--- src/rtl/tile_pair_ctrl.sv ---
// ============================================================================
// Module      : tile_pair_ctrl
// Description : Registered game sequencer for the 4x4 memory-tile board.
// Revision    : 1.0 - initial release
// ============================================================================
`timescale 1ns/1ps
`default_nettype none

module tile_pair_ctrl #(
    parameter int          REVEAL_CYCLES = 100_000_000,
    parameter logic [15:0] MIRROR_INIT   = 16'h8208,
    parameter int          MOVE_W        = 8
) (
    input  logic              clk,
    input  logic              rst,
    input  logic              start,
    input  logic              key_evt,
    input  logic [4:0]        key_code,
    input  logic              hint,
    input  logic [47:0]       answer_tbl,
    output logic [15:0]       flipped,
    output logic [15:0]       mirrored,
    output logic [15:0]       reveal,
    output logic              hint_active,
    output logic              pass,
    output logic [2:0]        state_o,
    output logic [MOVE_W-1:0] moves
);

    typedef enum logic [2:0] {
        S_INIT   = 3'd0,
        S_SHOW   = 3'd1,
        S_IDLE   = 3'd2,
        S_ONE    = 3'd3,
        S_TWO    = 3'd4,
        S_HOLD   = 3'd5,
        S_FINISH = 3'd6
    } state_t;

    localparam int              c_TW         = (REVEAL_CYCLES > 1) ? $clog2(REVEAL_CYCLES) : 1;
    localparam logic [c_TW-1:0] c_TIMER_LOAD = c_TW'(REVEAL_CYCLES - 1);

    state_t            r_state;
    logic [15:0]       r_flipped;
    logic [15:0]       r_mirrored;
    logic [15:0]       r_reveal;
    logic [MOVE_W-1:0] r_moves;
    logic [3:0]        r_sel1;
    logic [3:0]        r_sel2;
    logic              r_arm;
    logic [c_TW-1:0]   r_timer;

    logic              w_key_ok;
    logic              w_is_tile;
    logic              w_is_shift;
    logic              w_is_enter;
    logic [15:0]       w_tile_bit;
    logic              w_tile_free;
    logic [15:0]       w_sel1_bit;
    logic [15:0]       w_sel2_bit;
    logic [5:0]        w_ofs1;
    logic [5:0]        w_ofs2;
    logic              w_match;
    logic [15:0]       w_new_flipped;

    assign w_key_ok    = key_evt && !hint && (key_code < 5'd18);
    assign w_is_tile   = w_key_ok && !key_code[4];
    assign w_is_shift  = w_key_ok && (key_code == 5'd16);
    assign w_is_enter  = w_key_ok && (key_code == 5'd17);

    // Tile i lives at bit 15-i in every mask.
    assign w_tile_bit  = 16'h8000 >> key_code[3:0];
    assign w_tile_free = ~|(r_flipped & w_tile_bit);
    assign w_sel1_bit  = 16'h8000 >> r_sel1;
    assign w_sel2_bit  = 16'h8000 >> r_sel2;

    // 3*sel computed as sel + 2*sel to keep the select index narrow.
    assign w_ofs1 = {2'b00, r_sel1} + {1'b0, r_sel1, 1'b0};
    assign w_ofs2 = {2'b00, r_sel2} + {1'b0, r_sel2, 1'b0};

    assign w_match = (answer_tbl[w_ofs1 +: 3] == answer_tbl[w_ofs2 +: 3])
                  && ~|(r_mirrored & (w_sel1_bit | w_sel2_bit));
    assign w_new_flipped = r_flipped | w_sel1_bit | w_sel2_bit;

    always_ff @(posedge clk) begin
        if (rst) begin
            r_state    <= S_INIT;
            r_flipped  <= 16'h0000;
            r_mirrored <= MIRROR_INIT;
            r_reveal   <= 16'h0000;
            r_moves    <= '0;
            r_sel1     <= 4'd0;
            r_sel2     <= 4'd0;
            r_arm      <= 1'b0;
            r_timer    <= '0;
        end else begin
            case (r_state)
                S_INIT: begin
                    r_flipped  <= 16'h0000;
                    r_mirrored <= MIRROR_INIT;
                    r_moves    <= '0;
                    if (start) begin
                        r_state  <= S_SHOW;
                        r_reveal <= 16'hFFFF;
                    end
                end
                S_SHOW: begin
                    if (start) begin
                        r_state  <= S_IDLE;
                        r_reveal <= 16'h0000;
                    end
                end
                S_IDLE: begin
                    if (w_is_tile && w_tile_free) begin
                        if (r_arm) begin
                            r_mirrored <= r_mirrored ^ w_tile_bit;
                            r_arm      <= 1'b0;
                        end else begin
                            r_sel1   <= key_code[3:0];
                            r_reveal <= r_reveal | w_tile_bit;
                            r_state  <= S_ONE;
                        end
                    end else if (w_is_shift) begin
                        r_arm <= ~r_arm;
                    end
                end
                S_ONE: begin
                    if (w_is_tile) begin
                        if (key_code[3:0] == r_sel1) begin
                            r_reveal <= 16'h0000;
                            r_state  <= S_IDLE;
                        end else if (w_tile_free) begin
                            r_sel2   <= key_code[3:0];
                            r_reveal <= r_reveal | w_tile_bit;
                            r_state  <= S_TWO;
                        end
                    end else if (w_is_shift) begin
                        r_mirrored <= r_mirrored ^ w_sel1_bit;
                    end
                end
                S_TWO: begin
                    if (w_is_enter) begin
                        if (r_moves != '1) begin
                            r_moves <= r_moves + 1'b1;
                        end
                        if (w_match) begin
                            r_flipped <= w_new_flipped;
                            r_reveal  <= 16'h0000;
                            if (w_new_flipped == 16'hFFFF) begin
                                r_state    <= S_FINISH;
                                r_mirrored <= 16'h0000;
                            end else begin
                                r_state <= S_IDLE;
                            end
                        end else begin
                            r_timer <= c_TIMER_LOAD;
                            r_state <= S_HOLD;
                        end
                    end
                end
                S_HOLD: begin
                    if (r_timer == '0) begin
                        r_reveal <= 16'h0000;
                        r_state  <= S_IDLE;
                    end else begin
                        r_timer <= r_timer - 1'b1;
                    end
                end
                S_FINISH: begin
                    r_flipped  <= 16'hFFFF;
                    r_mirrored <= 16'h0000;
                    r_reveal   <= 16'h0000;
                    if (start) begin
                        r_state    <= S_INIT;
                        r_flipped  <= 16'h0000;
                        r_mirrored <= MIRROR_INIT;
                        r_moves    <= '0;
                    end
                end
                default: r_state <= S_INIT;
            endcase
        end
    end

    assign flipped     = r_flipped;
    assign mirrored    = r_mirrored;
    assign reveal      = r_reveal;
    assign moves       = r_moves;
    assign state_o     = r_state;
    assign pass        = (r_state == S_FINISH);
    assign hint_active = hint && ((r_state == S_IDLE) || (r_state == S_ONE)
                               || (r_state == S_TWO)  || (r_state == S_HOLD));

endmodule

`default_nettype wire
--- config.mk ---
export PLATFORM = sky130hd
export DESIGN_NAME = tile_pair_ctrl
export DESIGN_NICKNAME = d
export VERILOG_FILES = /design/src/rtl/tile_pair_ctrl.sv
export SDC_FILE = /design/constraint.sdc
export NUM_CORES = 1
export LEC_CHECK = 0
export CORE_ASPECT_RATIO = 0.9
export CORE_MARGIN = 4
export CORE_UTILIZATION = 55
export CTS_BUF_LIST = sky130_fd_sc_hd__clkbuf_8
export CTS_CLUSTER_SIZE = 24
export DETAILED_ROUTE_END_ITERATION = 16
export PLACE_DENSITY_LB_ADDON = 0.08
export SLEW_MARGIN = 20
export SYNTH_ARGS = -nofsm -noshare
export SYNTH_HDL_FRONTEND = slang
export SYNTH_SLANG_ARGS = --single-unit
--- constraint.sdc ---
create_clock -name clk -period 5.4 [get_ports clk]
set_clock_uncertainty 0.05 [all_clocks]
set_input_delay 0.81 -clock clk [delete_from_list [all_inputs] [get_ports clk]]
set_output_delay 0.81 -clock clk [all_outputs]
set_load 0.01 [all_outputs]
Yosys cells after proc, flatten, opt, wreduce, memory -nomap -nowiden:

Index checks and enable logic that the tools add are counted.

* flip-flop bits (word level): 95
* output and inout bits: 61
* input bits: 58

* reduce and logical (&&, ||, !) cells: 33
* equal/unequal tests: 29
* magnitude comparators: 1
* mux-type cells: 47
* bitwise operators: 11
* $add $sub $neg: 4
* shift operators: 5

Operators with widths (number)
* 16-bit two-way mux: 21
* 16-bit one-hot mux with 7 select lines: 1
* 48-bit by 7-bit variable part select with 3-bit output: 2
* 27-bit two-way mux: 3
* 16-bit one-hot mux with 5 select lines: 1
* 16-bit bitwise OR: 4
* 27-bit one-hot mux with 2 select lines: 1
* 16-bit one-hot mux with 3 select lines: 1
* 16-bit by 4-bit right shift with 16-bit output (first input constant): 3
* 3-bit two-way mux: 12
* 16-bit bitwise AND: 2
* 2-bit != test (second input constant): 16
* 16-bit OR reduction: 2
* 16-bit XOR: 2
* 27-bit zero test: 1
* 27-bit by 1-bit subtractor with 27-bit output (second input constant): 1
* 8-bit two-way mux: 3
* 8-bit one-hot mux with 3 select lines: 1
* 3-bit one-hot mux with 7 select lines: 1
* 16-bit equality test (second input constant): 1
* 4-bit by 5-bit adder with 6-bit output: 2
* 4-bit AND reduction: 3
* 5-bit equality test (second input constant): 2
* 10-bit AND reduction: 1
* other kinds (23): 43

Logic depth before layout (Yosys ltp):

* depth after elaboration: 9
* gate-level depth with buffers: 18
* gate-level depth less buffers: 13

Worst setup path after synthesis:

OpenSTA, ideal clock, no wires.

* kind: reg2reg
* from: reg r_sel2[2]
* to: reg r_mirrored[11] (netlist: mirrored[11])
* required time: 5235 ps
* setup time: 115 ps
* clock period less this slack: 4254 ps
* path buffers: 4
* setup slack: 1146 ps
* data arrival time: 4090 ps
* stages on the path, launching flop included: 16
* cell sequence: dfxtp_1 -> clkbuf_1 -> inv_1 -> fa_1 -> clkbuf_1 -> mux4_2 -> mux4_2 -> nor2b_1 -> nor4b_4 -> xor2_1 -> or3b_1 -> buf_6 -> nor3_4 -> o21bai_4 -> buf_6 -> o21a_1

* word-level cells in the longest chain between the ends: 8
* elaborated cells on any way between the ends: 14
* those cells by class: 1 x add/sub; 4 x eq/ne; 2 x shift; 3 x bitwise; 4 x reduce/logical

RTL lines
* start, declared: RTL line 49 `logic [3:0] r_sel2;`
* start signal, assigned: RTL line 133 `r_sel2 <= key_code[3:0];`
* branches (longest 7 deep; another with 4-bit by 5-bit adder with 6-bit output)
* 8-bit AND reduction (no line) *
* end signal, assigned: RTL line 116 `r_mirrored <= r_mirrored ^ w_tile_bit;`
* end signal, assigned: RTL line 138 `r_mirrored <= r_mirrored ^ w_sel1_bit;`
* end, declared: RTL line 45 `logic [15:0] r_mirrored;`

Mark *: on every way between the ends.
A chain may end at the register's enable or synchronous reset.

Worst setup path in the final report:

* from: reg r_sel2[0]
* to: reg r_reveal[11] (netlist: reveal[11])

* word-level cells in the longest chain between the ends: 8
* elaborated cells on any way between the ends: 11
* those cells by class: 1 x add/sub; 2 x eq/ne; 2 x shift; 2 x bitwise; 4 x reduce/logical

RTL lines
* branches (longest 5 deep; another with 4-bit by 5-bit adder with 6-bit output)
* 1-bit logical AND *: RTL line 82 `&& ~|(r_mirrored & (w_sel1_bit | w_sel2_bit));`
* 2-bit != test (no line) *
* 10-bit AND reduction (no line) *
* end signal, assigned: RTL line 120 `r_reveal <= r_reveal | w_tile_bit;`
* end signal, assigned: RTL line 134 `r_reveal <= r_reveal | w_tile_bit;`
* end, declared: RTL line 46 `logic [15:0] r_reveal;`

Marked as above.

==> impl_metrics.env <==
export IMPL_status="finished clean"
export IMPL_clock_root_buffer="clkbuf_8"
export IMPL_slew_violations=0
export IMPL_startpoint_type="register"
export IMPL_wl_per_cell_microns=21.1
export IMPL_rows=42
export IMPL_worst_path_buf_inv=3
export IMPL_synth_edf_count=0
export IMPL_timing_fmax_ghz=0.204
export IMPL_r2r_start="r_sel2[0]$_SDFFE_PP0P_"
export IMPL_r2r_end="reveal[11]$_SDFFE_PP0P_"
export IMPL_drive_gt1_share_pct=12.6
export IMPL_cpPeakStageDelay_ps=680
export IMPL_fin_crit_sh_pct=90.6
export IMPL_critical_path_top_delay_family="compound AO/OA/AOI/OAI gates"
export IMPL_wl_mm=26.0
export IMPL_cts_hold_fix_buffers=0
export IMPL_ir_worst_vdd_uv=189
export IMPL_yosysTopAreaCell="dfxtp_1"
export IMPL_fin_tns_setup_ps=0
export IMPL_yosys_area_top_type_share_pct=23.0
export IMPL_setup_violations=0
export IMPL_grt_ovfl_total=0
export IMPL_yosys_warnings=0
export IMPL_slowest_stage="ha_1"
export IMPL_routabilityCongestion=0.960
export IMPL_yosys_top_cells_area="dfxtp_1 23%, mux4_2 16%, mux2i_1 5.7%"
export IMPL_grt_max_degree=32
export IMPL_grt_usage_pct=29.9
export IMPL_cts_resized=0
export IMPL_antenna_found_initial=0
export IMPL_netlist_area_sq_mm=0.00825
export IMPL_ys_seq_elements=95
export IMPL_die_h_microns=124
export IMPL_synth_flop_cell="dfxtp_1"
export IMPL_synth_distinct_cells=77
export IMPL_antenna_left=0
export IMPL_clock_latency_ps=400
export IMPL_p_leak_nw=3.40
export IMPL_netlist_instances=944
export IMPL_tightest_slew_ps=1030
export IMPL_grt_pass1_vias=7360
export IMPL_rsz0062_at_grt="false"
export IMPL_path_clk_slew_ps=100
export IMPL_path_cells="inv_2 -> ha_1 -> buf_4 -> mux4_2 -> a22oi_1 -> o32ai_1 -> nor4_1 -> xnor2_1 -> or3b_1 -> o21ai_4 -> buf_4 -> a31oi_1 -> nor2_1"
export IMPL_r2r_setup_slack_ps=510
export IMPL_cellPowerDensity_mw_per_mm2=184
export IMPL_avgSynthCellArea_sq_um=8.74
export IMPL_r2r_cells=13
export IMPL_cts_made_buffers=9
export IMPL_hold_start="reveal[2]$_SDFFE_PP0P_"
export IMPL_fin_area_sq_mm=0.00969
export IMPL_area_growth_pct=17.5
export IMPL_die_x_microns=137
export IMPL_place_area_sq_mm=0.00951
export IMPL_grt_pass1_wl_mm=40.8
export IMPL_dr_pass1_iters=5
export IMPL_cts_sinks=95
export IMPL_hold_violations=0
export IMPL_yosysMostFrequentCell="dfxtp_1"
export IMPL_drc=0
export IMPL_route_vias_total=8365
export IMPL_ios=119
export IMPL_synth_fp_nets=1022
export IMPL_crit_top_cell="buf_4"
export IMPL_initialDrtViolationCount=1060
export IMPL_clock_path_buffers=2
export IMPL_hp_class="reg2reg"
export IMPL_core_area_sq_mm=0.0147
export IMPL_fillCellCount=1257
export IMPL_synthArstFlopShare_pct=0
export IMPL_die_area_sq_mm=0.0170
export IMPL_worst_path_max_fanout=18
export IMPL_required_ps=5680
export IMPL_hold_end="reveal[2]$_SDFFE_PP0P_"
export IMPL_hold_depth=2
export IMPL_postCtsSetupBuffers=0
export IMPL_cts_tree="built"
export IMPL_diodes=0
export IMPL_path_depth=13
export IMPL_nets=1106
export IMPL_port_buffers=118
export IMPL_via_per_inst=6.80
export IMPL_period_minus_slack_ps=4890
export IMPL_htree_levels=3
export IMPL_cap_viol_max_count=0
export IMPL_yosys_top_cells_count="95 x dfxtp_1, 88 x nor2_1, 73 x a21oi_1, 63 x nand2_1, 58 x mux4_2"
export IMPL_yosysSeqAreaShare_pct=23.0
export IMPL_initial_core_util_pct=56.1
export IMPL_dp_hpwl_mm=19.0
export IMPL_arrival_ps=5170
export IMPL_cp_end_kind="register"
export IMPL_critical_path_class="reg2reg"
export IMPL_slew_headroom_pct=30.9
how the worst max path moves through the flow:
stage | start | to
after floorplan | r_sel2[2]$_SDFFE_PP0P_ | mirrored[11]$_SDFFE_PP0P_
after global placement | r_sel2[0]$_SDFFE_PP0P_ | reveal[7]$_SDFFE_PP0P_
after detailed placement | r_sel2[0]$_SDFFE_PP0P_ | reveal[11]$_SDFFE_PP0P_
after CTS | r_sel2[0]$_SDFFE_PP0P_ | reveal[11]$_SDFFE_PP0P_
after global routing | r_sel2[0]$_SDFFE_PP0P_ | reveal[15]$_SDFFE_PP0P_
final | r_sel2[0]$_SDFFE_PP0P_ | reveal[11]$_SDFFE_PP0P_
per-layer routing:
layer | up-vias | wire length, microns | track usage [%] | share of wire [%]
met5 | - | 0 | 0 | 0
met4 | 0 | 301 | 5.75 | 1.2
met3 | 33 | 3360 | 7.85 | 13
met2 | 565 | 10500 | 39.1 | 40
met1 | 3957 | 11800 | 49.0 | 45
li1 | 3810 | - | - | -
flip-flops by register name, summed over array words and instances, names as in the netlist:
| register | cells |
|---|---|
| r_arm | 1 |
| moves | 8 |
| reveal | 16 |
| r_timer | 27 |
| r_sel1 | 4 |
| mirrored | 16 |
| state_o | 3 |
| flipped | 16 |
| r_sel2 | 4 |
through the flow:
step	instances	worst slack (ps)	hold slack, ps	total power [mW]	utilization, %
floorplan	944	1150	391	1.09	-
global placement	1215	749	406	1.32	64.6
detailed placement	1215	630	408	1.32	64.6
CTS	1231	600	433	1.78	65.9
global route	1231	271	465	1.86	65.9
finish	1231	508	425	1.78	65.9
logic make-up after synthesis:
family | synth area share, %
AND/OR/NAND/NOR | 17.4
AO/OA/AOI/OAI | 24.7
adder cells (fa/ha/maj) | 3.21
XOR/XNOR | 2.43
flip-flops | 23.0
multiplexers | 23.2
buffers and inverters | 6.00
layout by cell type, fill, tap and decap left out, types with 33 or more instances in the layout:
master / instances
a31oi_1: 33
a21oi_1: 73
nor2_1: 87
dfxtp_1: 94
nand3_1: 36
nand2_1: 63
clkdlybuf4s50_1: 117
mux4_2: 58
o21ai_0: 51
mux2i_1: 47
report_power, final:
| part | switching (mW) | internal [mW] |
|---|---|---|
| logic | 0.268 | 0.249 |
| registers | 0.0589 | 0.746 |
| clock network | 0.286 | 0.173 |
| total | 0.613 | 1.17 |
worst register-to-register path, delay by kind of cell, from the launching register on:
family | cells | cell delay [ps]
muxes | 1 | 520
buffers and inverters | 3 | 840
AOI/OAI and AO/OA | 4 | 1100
xor gates and xnor gates | 1 | 160
adders and majority gates | 1 | 680
DFF | 1 | 460
and+or+nand+nor | 3 | 1010
cell type report:
cell class,count,area (sq um),area share [%]
multi-input combinational,744,5860,60.5
sequential,95,1900,19.6
timing repair buffer,145,1380,14.2
tap,198,248,2.56
clock buffer,9,124,1.28
inverter,33,124,1.28
clock inverter,7,55.1,0.568
Power figures use the tool's default switching activity.
